$ cat src/rtl/delay_line_pkg.sv
// Shared types and helpers for the tapped-delay-line measurement sequencer.
// Holds the FSM state encoding, the tap-count width helper and the err bit positions.
package delay_line_pkg;

    typedef enum logic [2:0] {
        ST_IDLE,
        ST_FIRE,
        ST_SYNC,
        ST_EVAL,
        ST_SETTLE,
        ST_DONE
    } state_t;

    localparam int ERR_BUBBLE = 0;
    localparam int ERR_SAT    = 1;

    // Width needed to hold a tap count in 0..taps inclusive.
    function automatic int code_width(input int taps);
        return $clog2(taps + 1);
    endfunction

endpackage

$ cat src/rtl/delay_line_decode.sv
// Thermometer decoder for one captured tap snapshot.
// Counts the leading run of taps equal to the launch polarity and flags bubbles/saturation.
module delay_line_decode
    import delay_line_pkg::*;
#(
    parameter int TAPS = 32,
    localparam int CW = code_width(TAPS)
) (
    input  logic [TAPS-1:0] cap,
    input  logic            pol,
    output logic [CW-1:0]   code,
    output logic            bubble,
    output logic            sat
);

    logic [TAPS-1:0] match;
    logic            in_run;

    genvar gi;
    generate
        for (gi = 0; gi < TAPS; gi++) begin : g_match
            assign match[gi] = (cap[gi] == pol);
        end
    endgenerate

    // A matching tap after the run has been broken is a bubble, not extra distance.
    always_comb begin
        in_run = 1'b1;
        code   = '0;
        bubble = 1'b0;
        for (int i = 0; i < TAPS; i++) begin
            if (in_run && match[i]) begin
                code = code + CW'(1);
            end else begin
                in_run = 1'b0;
                if (match[i]) begin
                    bubble = 1'b1;
                end
            end
        end
    end

    assign sat = (code == CW'(TAPS));

endmodule

$ cat src/rtl/delay_line_ctrl.sv
// Delay-line measurement sequencer: launches alternating edges, double-flops the tap
// snapshot, decodes it and averages 2^AVG_LOG2 samples into a valid/ready result.
module delay_line_ctrl
    import delay_line_pkg::*;
#(
    parameter int TAPS     = 32,
    parameter int SETTLE   = 4,
    parameter int AVG_LOG2 = 3,
    localparam int CW = code_width(TAPS)
) (
    input  logic            clk,
    input  logic            rst,
    input  logic            ena,
    input  logic            start,
    input  logic [TAPS-1:0] taps,
    output logic            launch,
    output logic            busy,
    output logic [CW-1:0]   result,
    output logic            result_valid,
    input  logic            result_ready,
    output logic [1:0]      err
);

    localparam int AW = CW + AVG_LOG2;
    localparam int NW = AVG_LOG2 + 1;
    localparam int SW = (SETTLE > 1) ? $clog2(SETTLE) : 1;
    localparam logic [NW-1:0] N_TARGET    = NW'(2 ** AVG_LOG2);
    localparam logic [SW-1:0] SETTLE_LAST = SW'(SETTLE - 1);

    state_t          state_reg, state_next;
    logic [TAPS-1:0] cap0_reg, cap1_reg;
    logic [AW-1:0]   acc_reg;
    logic [NW-1:0]   n_reg;
    logic [SW-1:0]   settle_cnt_reg;
    logic            launch_reg;
    logic            busy_reg;
    logic            valid_reg;
    logic [CW-1:0]   result_reg;
    logic [1:0]      err_reg;
    logic [CW-1:0]   code;
    logic            bubble;
    logic            sat;

    delay_line_decode #(.TAPS(TAPS)) u_decode (
        .cap    (cap1_reg),
        .pol    (launch_reg),
        .code   (code),
        .bubble (bubble),
        .sat    (sat)
    );

    always_ff @(posedge clk or posedge rst) begin
        if (rst) begin
            state_reg <= ST_IDLE;
        end else begin
            state_reg <= state_next;
        end
    end

    always_comb begin
        state_next = state_reg;
        case (state_reg)
            ST_IDLE:   if (start && ena) state_next = ST_FIRE;
            ST_FIRE:   state_next = ST_SYNC;
            ST_SYNC:   state_next = ST_EVAL;
            ST_EVAL:   state_next = ST_SETTLE;
            ST_SETTLE: begin
                if (settle_cnt_reg == SETTLE_LAST) begin
                    if (n_reg == N_TARGET) state_next = ST_DONE;
                    else                   state_next = ST_FIRE;
                end
            end
            ST_DONE:   if (result_ready) state_next = ST_IDLE;
            default:   state_next = ST_IDLE;
        endcase
        // Dropping ena abandons an in-flight measurement but never a finished result.
        if (!ena && state_reg != ST_IDLE && state_reg != ST_DONE) begin
            state_next = ST_IDLE;
        end
    end

    always_ff @(posedge clk or posedge rst) begin
        if (rst) begin
            cap0_reg       <= '0;
            cap1_reg       <= '0;
            acc_reg        <= '0;
            n_reg          <= '0;
            settle_cnt_reg <= '0;
            launch_reg     <= 1'b0;
            busy_reg       <= 1'b0;
            valid_reg      <= 1'b0;
            result_reg     <= '0;
            err_reg        <= '0;
        end else begin
            busy_reg  <= (state_next != ST_IDLE);
            valid_reg <= (state_next == ST_DONE);
            // FIRE is only ever entered from IDLE or SETTLE, so this is one toggle per sample.
            if (state_next == ST_FIRE) begin
                launch_reg <= ~launch_reg;
            end
            if (state_reg == ST_IDLE && state_next == ST_FIRE) begin
                acc_reg <= '0;
                n_reg   <= '0;
                err_reg <= '0;
            end
            if (state_reg == ST_FIRE) begin
                cap0_reg <= taps;
            end
            if (state_reg == ST_SYNC) begin
                cap1_reg <= cap0_reg;
            end
            if (state_reg == ST_EVAL) begin
                acc_reg             <= acc_reg + AW'(code);
                n_reg               <= n_reg + NW'(1);
                err_reg[ERR_SAT]    <= err_reg[ERR_SAT] | sat;
                err_reg[ERR_BUBBLE] <= err_reg[ERR_BUBBLE] | bubble;
                settle_cnt_reg      <= '0;
            end
            if (state_reg == ST_SETTLE) begin
                settle_cnt_reg <= settle_cnt_reg + SW'(1);
            end
            if (state_reg == ST_SETTLE && state_next == ST_DONE) begin
                result_reg <= CW'(acc_reg >> AVG_LOG2);
            end
        end
    end

    assign launch       = launch_reg;
    assign busy         = busy_reg;
    assign result       = result_reg;
    assign result_valid = valid_reg;
    assign err          = err_reg;

endmodule

$ cat config.mk
export PLATFORM = sky130hd
export DESIGN_NAME = delay_line_ctrl
export DESIGN_NICKNAME = d
export VERILOG_FILES = /design/src/rtl/delay_line_pkg.sv /design/src/rtl/delay_line_decode.sv /design/src/rtl/delay_line_ctrl.sv
export SDC_FILE = /design/constraint.sdc
export NUM_CORES = 1
export LEC_CHECK = 0
export CORE_AREA = 2 2 132 134
export CTS_CLUSTER_DIAMETER = 50
export DETAILED_ROUTE_END_ITERATION = 6
export DIE_AREA = 0 0 134 136
export GPL_ROUTABILITY_DRIVEN = 1
export GPL_TIMING_DRIVEN = 0
export PLACE_DENSITY = 0.74
export SETUP_SLACK_MARGIN = 0.02
export SYNTH_ARGS = -nofsm -noshare
export SYNTH_HDL_FRONTEND = slang
export SYNTH_SLANG_ARGS = --single-unit
$ cat constraint.sdc
create_clock -name clk -period 19.22 [get_ports clk]
set_input_delay 4.805 -clock clk [delete_from_list [all_inputs] [get_ports clk]]
set_output_delay 4.805 -clock clk [all_outputs]
set_load 0.02 [all_outputs]
==> flow_summary.json <==
{
  "status": "finished, final reports clean",
  "antenna_cells": 0,
  "clkTransAtPathRegs_ns": 0.06,
  "synth_top_family_by_area": "simple AND/OR/NAND/NOR gates",
  "htreeDepth": 3,
  "seqPwrFrac_pct": 16.8,
  "rows": 48,
  "tritoncts": "yes",
  "drt_first_pass_iters": 5,
  "synth-simple-area-share_pct": 22.6,
  "synthFlopType": "dfrtp_1",
  "power_density_mw_per_mm2": 186,
  "worstSetupStartpoint": "launch$_DFFE_PP0N_",
  "crit_buf_inv": 11,
  "vias": 8519,
  "cts-root-buf": "clkbuf_16",
  "synth_compound_area_share_pct": 18.9,
  "crit_arrival_ns": 19.29,
  "drive_above_1_share_pct": 25.4,
  "maxSlewViolCount": 0,
  "finalHoldViolCount": 0,
  "tns_ns": 0,
  "dr.first_iter.drc_count": 652,
  "r2r_end": "acc_reg[7]$_DFFE_PP0P_",
  "io_pins": 48,
  "die_x_um": 134,
  "critPathKind": "flip-flop to flip-flop",
  "core_mm2": 0.0169,
  "reg2reg_from": "launch$_DFFE_PP0N_",
  "grt_pass1_vias": 7603,
  "rrSetupSlack_ns": 0.19,
  "cpLargestDelayFamily": "adder cells",
  "internal_power_mw": 1.12,
  "drv_cap": 0,
  "io_buffers": 47,
  "fill_cells": 1276,
  "comb_power_share_pct": 74.2,
  "fin_util_pct": 65.5,
  "worst_slew_pin_slew_ns": 1.05,
  "fin_cells": 1434,
  "worstPathRequired_ns": 19.48,
  "grt-ovfl-total": 0,
  "crit_cells": 110,
  "via_per_inst": 5.94,
  "routed_wl_mm": 23.9,
  "clkPwrFrac_pct": 9.0,
  "dieArea_mm2": 0.0182,
  "dieHeight_um": 136,
  "syn_area_mm2": 0.00872,
  "syn_inst": 1059,
  "fin_crit_sh_pct": 99.0,
  "syn-num-nets": 1135,
  "avgRoutedWirePerCell_um": 16.6,
  "post-dp-hpwl_mm": 16.1,
  "setup_viol": 0,
  "period_minus_slack_ns": 19.03,
  "ant_nets": 0,
  "cpMostUsedCell": "ha_1",
  "max_stage_delay_ns": 0.45,
  "clock_latency_ns": 0.34,
  "dpl.cell_count": 1332,
  "cts_sinks": 93,
  "grt_util_all_layers_pct": 24.6,
  "cts_buffers": 9,
  "cpMaxStageDelayCell": "dfrtp_2",
  "fin_area_mm2": 0.0110,
  "place_area_mm2": 0.00956,
  "grt_max_degree": 60,
  "ys_types": 84,
  "ys_seq_area_share_pct": 26.7,
  "startpoint_type": "flip-flop",
  "antenna_found_initial": 0,
  "gp_congestion": 0.873,
  "worst-r2r-cell-count": 110,
  "area_growth_pct": 26.7,
  "avgSynthCellArea_um2": 8.23,
  "ys_ff_latch": 93,
  "crit_path_end_kind": "flip-flop",
  "synth-xor-area-share_pct": 9.99,
  "hold_class": "flip-flop to flip-flop",
  "cellLeakagePower_nw": 4.49,
  "max_freq_mhz": 52.6,
  "finalPower_mw": 2.05,
  "grt_pass1_wl_mm": 37.0,
  "crit_end": "acc_reg[7]$_DFFE_PP0P_",
  "critical_path.max_fanout": 8,
  "sw_frac_of_total_pct": 45.4,
  "yosysWarnings": 0,
  "initial_core_util_pct": 51.7,
  "rsz0062_at_grt": "true",
  "postCtsHoldBufs": 0,
  "synthAdderAreaFrac_pct": 5.68,
  "relSlewSlack_pct": 30.1,
  "skew_ns": 0.00634,
  "ir_worst_vdd_v": 0.000106,
  "ctsLongestPathBuffers": 2,
  "async_flop_share_pct": 100,
  "finalNetCount": 1280,
  "drc_errors": 0,
  "synth-edff-count": 0,
  "p_sw_mw": 0.930,
  "synthMuxAreaShare_pct": 11.5
}
## timing repair
item,in CTS,in global routing
hold endpoints to repair,0,0
setup buffers,35,55
resized for setup,34,85
setup endpoints to repair,9,9
pin swaps,19,78
## worst min path at each step
stage                              from                       end  slack, ns  depth (start not counted)
2_1_floorplan  cap0_reg[13]$_DFFE_PP0P_  cap1_reg[13]$_DFFE_PP0P_       0.45                          2
3_3_place_gp    cap0_reg[8]$_DFFE_PP0P_   cap1_reg[8]$_DFFE_PP0P_       0.46                          2
3_5_place_dp    cap0_reg[2]$_DFFE_PP0P_   cap1_reg[2]$_DFFE_PP0P_       0.47                          2
4_1_cts         cap0_reg[2]$_DFFE_PP0P_   cap1_reg[2]$_DFFE_PP0P_       0.48                          2
5_1_grt           result[2]$_DFFE_PP0P_     result[2]$_DFFE_PP0P_       0.51                          1
6_report        cap0_reg[2]$_DFFE_PP0P_   cap1_reg[2]$_DFFE_PP0P_       0.48                          2
## cell type report
type                       instances  area (um^2)  share of cell area (%)
multi-input combinational        865         6490                    58.8
sequential                        93         2330                    21.1
timing repair buffer             135         1150                    10.4
buffer                            54          298                    2.70
tap                              225          282                    2.55
clock buffer                       9          225                    2.04
inverter                          46          180                    1.63
clock inverter                     7         88.8                   0.804
## Yosys cell counts, types with 4 or more instances
library cell,n,share of area [%]
or2_1,4,0.29
o221ai_1,7,0.70
o21ai_0,80,4.6
mux2_2,68,8.8
nor3b_1,6,0.52
xnor2_2,5,0.93
o31ai_1,4,0.34
xor2_1,20,2.0
or2_2,5,0.36
a221oi_1,4,0.40
nor2_1,68,2.9
a22oi_1,9,0.77
a211oi_1,8,0.69
a21o_1,6,0.52
o211ai_1,12,1.0
xnor2_1,49,4.9
buf_2,8,0.46
nand2_1,135,5.8
ha_1,38,5.5
inv_1,45,1.9
a31oi_1,10,0.72
nand3b_1,4,0.34
a32oi_1,4,0.40
dfrtp_1,93,27
nor4_1,8,0.57
mux2i_1,22,2.5
and2_1,15,1.1
o22ai_1,8,0.57
nand4_1,9,0.65
nor3_1,26,1.5
nor2b_1,12,0.86
nand2b_1,12,0.86
clkbuf_1,41,1.8
or3_1,12,0.86
and3_1,16,1.1
o21bai_1,4,0.34
a21oi_1,66,3.8
nand3_1,43,2.5
## stage by stage
| stage | hold slack [ns] | worst slack [ns] |
|---|---|---|
| after floorplan | 0.446 | 0.0203 |
| after global placement | 0.458 | -1.70 |
| after detailed placement | 0.466 | -2.06 |
| after CTS | 0.485 | -0.501 |
| after global routing | 0.514 | -0.695 |
| final | 0.483 | 0.192 |
## worst reg2reg max path: cells and delay by family (launching register included)
kind | cells | cell delay, ns
muxes | 9 | 2.23
AOI/OAI and AO/OA | 37 | 5.16
DFF | 1 | 0.45
buffers and inverters | 11 | 1.39
adders and majority gates | 25 | 6.81
and+or+nand+nor | 28 | 2.94
## power groups by stage
stage	registers [mW]	logic (mW)	clock network, mW
finish	0.345	1.52	0.185
global route	0.355	1.65	0.195
CTS	0.341	1.12	0.188
detailed placement	0.344	1.01	0
global placement	0.340	0.976	0
floorplan	0.325	0.797	0
## logic make-up (layout without fill, tap and decap cells)
| family | Yosys count | in the layout |
|---|---|---|
| adder cells (fa/ha/maj) | 39 | 39 |
| buffers and inverters | 101 | 251 |
| flip-flops | 93 | 93 |
| multiplexers | 91 | 91 |
| AO/OA/AOI/OAI | 257 | 257 |
| XOR/XNOR | 82 | 82 |
| AND/OR/NAND/NOR | 396 | 396 |
## layer usage
layer / GRT usage (%) / part of all wire, % / up-vias
met3: 1.86 / 5.0 / 53
met1: 34.3 / 45 / 4077
li1: - / - / 4093
met4: 7.09 / 2.5 / 0
met5: 0 / 0 / -
met2: 41.1 / 47 / 296
## cells in the final DEF (no fill, tap or decap), types with 6 or more instances in the layout
| cell | n |
|---|---|
| nand2_1 | 127 |
| clkbuf_16 | 9 |
| a21o_1 | 6 |
| and3_1 | 14 |
| nand3_1 | 41 |
| a31oi_1 | 8 |
| buf_2 | 6 |
| nor3_1 | 26 |
| or3_1 | 12 |
| o211ai_1 | 12 |
| mux2i_1 | 20 |
| ha_1 | 23 |
| clkdlybuf4s50_1 | 47 |
| nor2_2 | 6 |
| nand4_1 | 9 |
| xor2_1 | 20 |
| mux2_2 | 61 |
| nor4_1 | 6 |
| a22oi_1 | 8 |
| xnor2_1 | 45 |
| inv_1 | 38 |
| ha_4 | 14 |
| nand2_2 | 8 |
| nor2_1 | 62 |
| a211oi_1 | 7 |
| o22ai_1 | 7 |
| mux2_4 | 8 |
| nand2b_1 | 12 |
| clkbuf_1 | 39 |
| and2_1 | 14 |
| o21ai_1 | 12 |
| o221ai_1 | 7 |
| a21oi_2 | 12 |
| a21oi_1 | 54 |
| o21ai_0 | 64 |
| nor3b_1 | 6 |
| buf_4 | 88 |
| nor2b_1 | 11 |
| xnor2_2 | 9 |
| dfrtp_1 | 92 |
Power figures use the tool's default switching activity.
